<file path="config.mk">
export PLATFORM = sky130hd
export DESIGN_NAME = waveform_core
export DESIGN_NICKNAME = d
export VERILOG_FILES = /design/src/rtl/waveform_core.sv
export SDC_FILE = /design/constraint.sdc
export NUM_CORES = 1
export LEC_CHECK = 0
export CORE_MARGIN = 5
export CORE_UTILIZATION = 30
export DETAILED_ROUTE_END_ITERATION = 12
export GPL_ROUTABILITY_DRIVEN = 0
export PLACE_DENSITY_LB_ADDON = 0.08
export SETUP_SLACK_MARGIN = 0.15
export SYNTH_ARGS = -nofsm -noshare
export SYNTH_HDL_FRONTEND = slang
export SYNTH_SLANG_ARGS = --single-unit
</file>
<file path="constraint.sdc">
create_clock -name clock_in -period 2.96 [get_ports clock_in]
set_input_delay 0.888 -clock clock_in [delete_from_list [all_inputs] [get_ports clock_in]]
set_output_delay 0.888 -clock clock_in [all_outputs]
set_load 0.02 [all_outputs]
</file>
<file path="src/rtl/waveform_core.sv">
// waveform_core: per-step 8-bit waveform sample generator (square, sawtooth,
// triangle, sine) advanced by a synchronized divided clock. Mode changes land
// only at period wrap so a period is never mixed between waveforms.
// Build option: define WAVEFORM_CORE_SINE_EN to build the quarter-wave sine
// ROM; without it mode 3 emits MIDSCALE on every step.
module waveform_core #(
  parameter logic [7:0] DUTY     = 8'd128,
  parameter logic [7:0] MIDSCALE = 8'h80
) (
  input  logic       clock_in,
  input  logic       reset_n,
  input  logic       step_clk,
  input  logic       enable,
  input  logic [1:0] mode_sel,
  output logic [7:0] sample,
  output logic       sample_valid,
  output logic       cycle_start,
  output logic [1:0] mode_active,
  output logic [7:0] phase
);

  localparam int unsigned PHASE_W = 8;
  localparam int unsigned MODE_W  = 2;
  localparam logic [PHASE_W-1:0] PHASE_MAX = 8'hFF;

  typedef enum logic [1:0] {IDLE, START, RUN} state_t;

  state_t               state, state_d;
  logic                 s1, s2, s3;
  logic                 tick;
  logic [PHASE_W-1:0]   phase_d;
  logic [PHASE_W-1:0]   sample_d;
  logic [MODE_W-1:0]    mode_d;
  logic                 valid_d;
  logic                 cs_d;

`ifdef WAVEFORM_CORE_SINE_EN
  // Quarter-wave magnitude: round(127*sin(2*pi*i/256)), i = 0..63
  function automatic logic [6:0] sine_quarter(input logic [5:0] i);
    logic [6:0] q;
    case (i)
      6'd0:  q = 7'd0;    6'd1:  q = 7'd3;    6'd2:  q = 7'd6;    6'd3:  q = 7'd9;
      6'd4:  q = 7'd12;   6'd5:  q = 7'd16;   6'd6:  q = 7'd19;   6'd7:  q = 7'd22;
      6'd8:  q = 7'd25;   6'd9:  q = 7'd28;   6'd10: q = 7'd31;   6'd11: q = 7'd34;
      6'd12: q = 7'd37;   6'd13: q = 7'd40;   6'd14: q = 7'd43;   6'd15: q = 7'd46;
      6'd16: q = 7'd49;   6'd17: q = 7'd51;   6'd18: q = 7'd54;   6'd19: q = 7'd57;
      6'd20: q = 7'd60;   6'd21: q = 7'd63;   6'd22: q = 7'd65;   6'd23: q = 7'd68;
      6'd24: q = 7'd71;   6'd25: q = 7'd73;   6'd26: q = 7'd76;   6'd27: q = 7'd78;
      6'd28: q = 7'd81;   6'd29: q = 7'd83;   6'd30: q = 7'd85;   6'd31: q = 7'd88;
      6'd32: q = 7'd90;   6'd33: q = 7'd92;   6'd34: q = 7'd94;   6'd35: q = 7'd96;
      6'd36: q = 7'd98;   6'd37: q = 7'd100;  6'd38: q = 7'd102;  6'd39: q = 7'd104;
      6'd40: q = 7'd106;  6'd41: q = 7'd107;  6'd42: q = 7'd109;  6'd43: q = 7'd111;
      6'd44: q = 7'd112;  6'd45: q = 7'd113;  6'd46: q = 7'd115;  6'd47: q = 7'd116;
      6'd48: q = 7'd117;  6'd49: q = 7'd118;  6'd50: q = 7'd120;  6'd51: q = 7'd121;
      6'd52: q = 7'd122;  6'd53: q = 7'd122;  6'd54: q = 7'd123;  6'd55: q = 7'd124;
      6'd56: q = 7'd125;  6'd57: q = 7'd125;  6'd58: q = 7'd126;  6'd59: q = 7'd126;
      6'd60: q = 7'd126;  6'd61: q = 7'd127;  6'd62: q = 7'd127;  6'd63: q = 7'd127;
      default: q = 7'd0;
    endcase
    return q;
  endfunction

  // Full sine from the quarter table: p[6] mirrors the index, p[7] negates about 128.
  // The mirrored index is (64 - p[5:0]) so the peak lands exactly on phase 64/192.
  function automatic logic [7:0] sine_value(input logic [7:0] p);
    logic [6:0] mag;
    if (p[6]) begin
      if (p[5:0] == 6'd0) mag = 7'd127;
      else                mag = sine_quarter(6'(6'd0 - p[5:0]));
    end else begin
      mag = sine_quarter(p[5:0]);
    end
    return p[7] ? 8'(8'd128 - {1'b0, mag}) : 8'(8'd128 + {1'b0, mag});
  endfunction
`endif

  // Sample value for phase p in mode m
  function automatic logic [7:0] wave_value(input logic [7:0] p, input logic [1:0] m);
    logic [7:0] v;
    case (m)
      2'd0:    v = (p < DUTY) ? 8'hFF : 8'h00;
      2'd1:    v = p;
      2'd2:    v = p[7] ? {~p[6:0], 1'b1} : {p[6:0], 1'b0};
`ifdef WAVEFORM_CORE_SINE_EN
      default: v = sine_value(p);
`else
      default: v = MIDSCALE;
`endif
    endcase
    return v;
  endfunction

  // Synchronize step_clk and keep one history flop for rising-edge detect
  always_ff @(posedge clock_in or negedge reset_n) begin
    if (!reset_n) begin
      s1 <= 1'b0;
      s2 <= 1'b0;
      s3 <= 1'b0;
    end else begin
      s1 <= step_clk;
      s2 <= s1;
      s3 <= s2;
    end
  end

  assign tick = s2 & ~s3;

  // State and registered outputs
  always_ff @(posedge clock_in or negedge reset_n) begin
    if (!reset_n) begin
      state        <= IDLE;
      phase        <= '0;
      sample       <= MIDSCALE;
      mode_active  <= '0;
      sample_valid <= 1'b0;
      cycle_start  <= 1'b0;
    end else begin
      state        <= state_d;
      phase        <= phase_d;
      sample       <= sample_d;
      mode_active  <= mode_d;
      sample_valid <= valid_d;
      cycle_start  <= cs_d;
    end
  end

  // Next-state and next-output decode; enable low overrides everything
  always_comb begin
    state_d  = state;
    phase_d  = phase;
    sample_d = sample;
    mode_d   = mode_active;
    valid_d  = 1'b0;
    cs_d     = 1'b0;

    case (state)
      IDLE: begin
        phase_d  = '0;
        sample_d = MIDSCALE;
        mode_d   = mode_sel;
        if (enable) state_d = START;
      end
      START: begin
        if (tick) begin
          phase_d  = '0;
          mode_d   = mode_sel;
          sample_d = wave_value(8'd0, mode_sel);
          valid_d  = 1'b1;
          cs_d     = 1'b1;
          state_d  = RUN;
        end
      end
      RUN: begin
        if (tick) begin
          phase_d = 8'(phase + 8'd1);
          if (phase == PHASE_MAX) begin
            mode_d = mode_sel;
            cs_d   = 1'b1;
          end
          sample_d = wave_value(phase_d, mode_d);
          valid_d  = 1'b1;
        end
      end
      default: state_d = IDLE;
    endcase

    if (!enable) begin
      state_d  = IDLE;
      phase_d  = '0;
      sample_d = MIDSCALE;
      mode_d   = (state == IDLE) ? mode_sel : mode_active;
      valid_d  = 1'b0;
      cs_d     = 1'b0;
    end
  end

endmodule

</file>
* Yosys cells after proc, flatten, opt, wreduce, memory -nomap -nowiden
Index checks and enable logic that the tools add are counted.
Widths: inputs -> output; s select.
** Word-level totals
- Flip-flop bits (word level) :: 25
- Input port bits :: 6
- Output and inout port bits :: 20
- Word-level logic and storage cells :: 65
** Operators by class
- Add/subtract/negate cells :: 1
- Order comparisons :: 1
- Equal/unequal tests :: 11
- Mux-type cells :: 30
- Bitwise logic cells :: 3
- Reductions and logical operators :: 10
** Operators by type and width (count)
- $pmux 8 s3 :: 3
- $mux 8 :: 8
- $mux 2 :: 9
- $pmux 8 s2 :: 1
- $pmux 2 s3 :: 2
- $add 8x1->8 const B :: 1
- $eq 8x8->1 const B :: 1
- $lt 8x8->1 const B :: 1
- $not 7->7 :: 1
- $eq 2x1->1 const B :: 3
- $eq 2x2->1 const B :: 3
- $logic_not 2->1 :: 3
- $mux 1 :: 6
- $ne 3x3->1 const B :: 2
- $ne 4x1->1 const B :: 1
- $reduce_and 4->1 :: 1
- $reduce_or 2->1 :: 2
- $reduce_and 3->1 :: 1
- $reduce_bool 3->1 :: 1
- $ne 2x2->1 const B :: 1
- $pmux 1 s2 :: 1
- $reduce_and 2->1 :: 1
- $reduce_bool 2->1 :: 1
- $and 1x1->1 :: 1
- $not 1->1 :: 1

* Logic depth before layout (Yosys ltp)
- Depth after elaboration :: 9
- Gate-level depth with buffers :: 9
- Gate-level depth less buffers :: 8

* Worst setup path after synthesis
OpenSTA, ideal clock, no wires.
- Kind :: register -> register
- From :: register phase[0]
- To :: register sample[2]
- Library setup time :: 0.104 ns
- Data arrival time :: 2.064 ns
- Slack :: 0.792 ns
- Stages on the path, launching flop included :: 10
- Cells stage by stage :: dfrtp_1 > ha_1 > and3_1 > buf_6 > a21bo_1 > and2_4 > buf_6 > or3_1 > a21o_1 > o311ai_1
** On the way
- Word-level cells in the longest chain between the ends :: 9
** RTL lines
- start, declared :: RTL line 19 : output logic [7:0] phase
- start signal, assigned :: RTL line 119 : phase <= phase_d;
- parallel branches: the longest is 5 deep, another holds $add 8x1->8
- $pmux 8 s3 (*) :: RTL line 80 : case (m)
- $mux 8 (*) :: RTL line 154 : if (tick) begin
- $pmux 8 s3 (*) :: RTL line 136 : case (state)
- $mux 8 (*) :: RTL line 167 : if (!enable) begin
- end signal, assigned :: RTL line 120 : sample <= sample_d;
- end, declared :: RTL line 15 : output logic [7:0] sample,
Mark *: on every way between the ends. The select of a mux whose other input is x is not followed.
A chain may end at the register's enable or synchronous reset.

* Worst setup path in the final report
- From :: register phase[4]
- To :: output port phase[4]
No word-level cell between the ends.

==> reports/metrics.csv <==
metric,value,unit
crit_start,phase[4],
hpwlAfterDp,2790,um
layout-drive-gt1-share,0.0513,
vdd_ir_drop_max,341,uV
period_share,0.793,
io_buffers,25,
synthFlopType,dfrtp_1,
setup-tns-final,0,ns
clkSinkCount,25,
synth_area_leaders,"dfrtp_1, a21oi_1, ha_1",
grt_max_degree,26,
via_per_inst,4.81,
die_w,81.4,um
path_buf_inv,1,
grt_pass1_wl,6240,um
fp.dieArea,6620,um2
crit_slowest_cell,clkdlybuf4s50_1,
htree_levels,1,
yosysSeqAreaShare,0.410,
synth_edf_count,0,
finClkSkew,0.00630,ns
p_leak,0.786,nW
syn-num-nets,184,
wl_per_cell,14.2,um
drv_slew,0,
synthCells,171,
rows,26,
cts_resized,0,
power.density,621,nW/um2
crit_path_end_kind,output pin,
clk_pin_slew,0.09,ns
critPathTopFamily,buffers and inverters,
grt_pass1_vias,1295,
avgSynthCellArea,8.93,um2
fin_area,1880,um2
synth_cell_types,37,
power.total,1.17,mW
clock_latency,0.27,ns
ys_ff_latch,25,
antenna_cells,0,
path_max_fanout,10,
min_period,2.35,ns
nNetsFinal,209,
start_kind,flop,
fmax,0.426,GHz
tightest_slew,0.661,ns
placed_area,1830,um2
placed_cells,261,
wl,3750,um
hold_violations,0,
clk_path_buf_depth,2,
yosysTopAreaCell,dfrtp_1,
cts_buffers,3,
maxCapViolations,0,
top_level_ports,26,
drt_iter0_drc,74,
outcome,"complete, no violations",
synth_async_sr_flop_share,1.00,
cp_cell_sequence,clkdlybuf4s50_1,
coreArea,5040,um2
cts_root_buffer,clkbuf_8,
postCtsSetupRepairBufs,0,
setup_viol,0,
drc,0,
crit_required,2.07,ns
synth_top_area_frac,0.393,
syn_area,1530,um2
grt.total_usage,0.122,
die_y,81.4,um
grt.overflow.total,0,
area_growth,23.1,%
cp.arrival,1.46,ns
grt_setup_unrepaired,no,
layout_setup_ws,0.613,ns
crit_type,flop to output pin,
rr_startpoint,phase[0],
dr.pass1.iters,4,
cts_tree,built,
hp-start,s1,
relSlewSlack,0.556,
ys.warnings.count,0,
cts_hold_buf,0,
post-place-ws,0.354,ns
layoutNonFillerInstCount,265,
detailroute.via_count,1275,
hold_path.class,flop to flop,
antenna_found_initial,0,
start_util,0.303,
postRouteAntennaNets,0,
reg2reg_setup_slack,0.69,ns
crit_path_max_incr_delay,0.66,ns
==> sequential cells by signal, indices dropped and copies added (netlist names) <==
name and cells:
sample 8, sample_valid 1, s1 1, state 2, s2 1, s3 1, phase 8, cycle_start 1
mode_active 2
==> cell usage after synthesis, drive strengths merged (3+ instances only) <==
| cell type | count |
|---|---|
| and3 | 3 |
| nand2 | 11 |
| nand2b | 3 |
| o221ai | 5 |
| xnor2 | 5 |
| buf | 6 |
| ha | 7 |
| xor2 | 4 |
| o21ai | 11 |
| o31ai | 4 |
| nor2 | 18 |
| nor2b | 8 |
| inv | 8 |
| a21oi | 20 |
| nand3 | 7 |
| dfrtp | 24 |
==> report_power, final <==
part	switching, mW	internal [mW]	leakage, nW	total [mW]
Clock	0.119	0.0955	0.0217	0.215
Sequential	0.0365	0.386	0.332	0.422
Combinational	0.310	0.220	0.432	0.530
==> routing by layer <==
layer / track usage / vias up / wire [um]
met5: 0 / - / 0
met1: 0.158 / 589 / 1750
met2: 0.205 / 31 / 1800
li1: - / 653 / -
met4: 0.0405 / 0 / 31
met3: 0.0222 / 2 / 169
==> layout make-up <==
class	instances	area, um2
clock buffers	3	41.3
clock inverters	1	7.51
fillers	531	3160
inverters	8	30.0
multi-input cells	130	815
flip-flops and latches	25	627
well taps	70	87.6
repair buffers	28	273
==> kinds of logic after synthesis <==
kind of cell	count (synthesis)	share of synthesized area
fa+ha+maj	7	0.0573
buf+inv	16	0.0565
compound gates	52	0.213
xor+xnor	9	0.0516
flops	25	0.410
mux	3	0.0205
simple gates	59	0.191
==> through the flow <==
stage               hold WS [ns]   util
finish                     0.360  0.373
global route               0.387  0.373
CTS                        0.368  0.373
detailed placement         0.344  0.363
global placement           0.337  0.363
floorplan                  0.331      -
==> cell usage in the layout (no fill, tap or decap), types with 3 or more instances in the layout <==
cell type        synthesis  layout
a21oi_1                 20      20
and3_1                   3       3
buf_4                    0       3
clkbuf_8                 0       3
clkdlybuf4s50_1          0      25
dfrtp_1                 24      24
ha_1                     7       7
inv_1                    8       8
nand2_1                 11      11
nand2b_1                 3       3
nand3_1                  7       7
nor2_1                  18      18
nor2b_1                  8       8
o21ai_0                 11      11
o221ai_1                 5       5
o31ai_1                  4       4
xnor2_1                  5       5
xor2_1                   4       4
==> final timing paths <==
check / to / cells after the start
max in group asynchronous: sample[7] / 2
min: s2 / 0
min reg2reg: s2 / 0
min in group asynchronous: phase[7] / 2
max: phase[4] / 1
max reg2reg: mode_active[1] / 6
(Power assumes the default switching activity.)
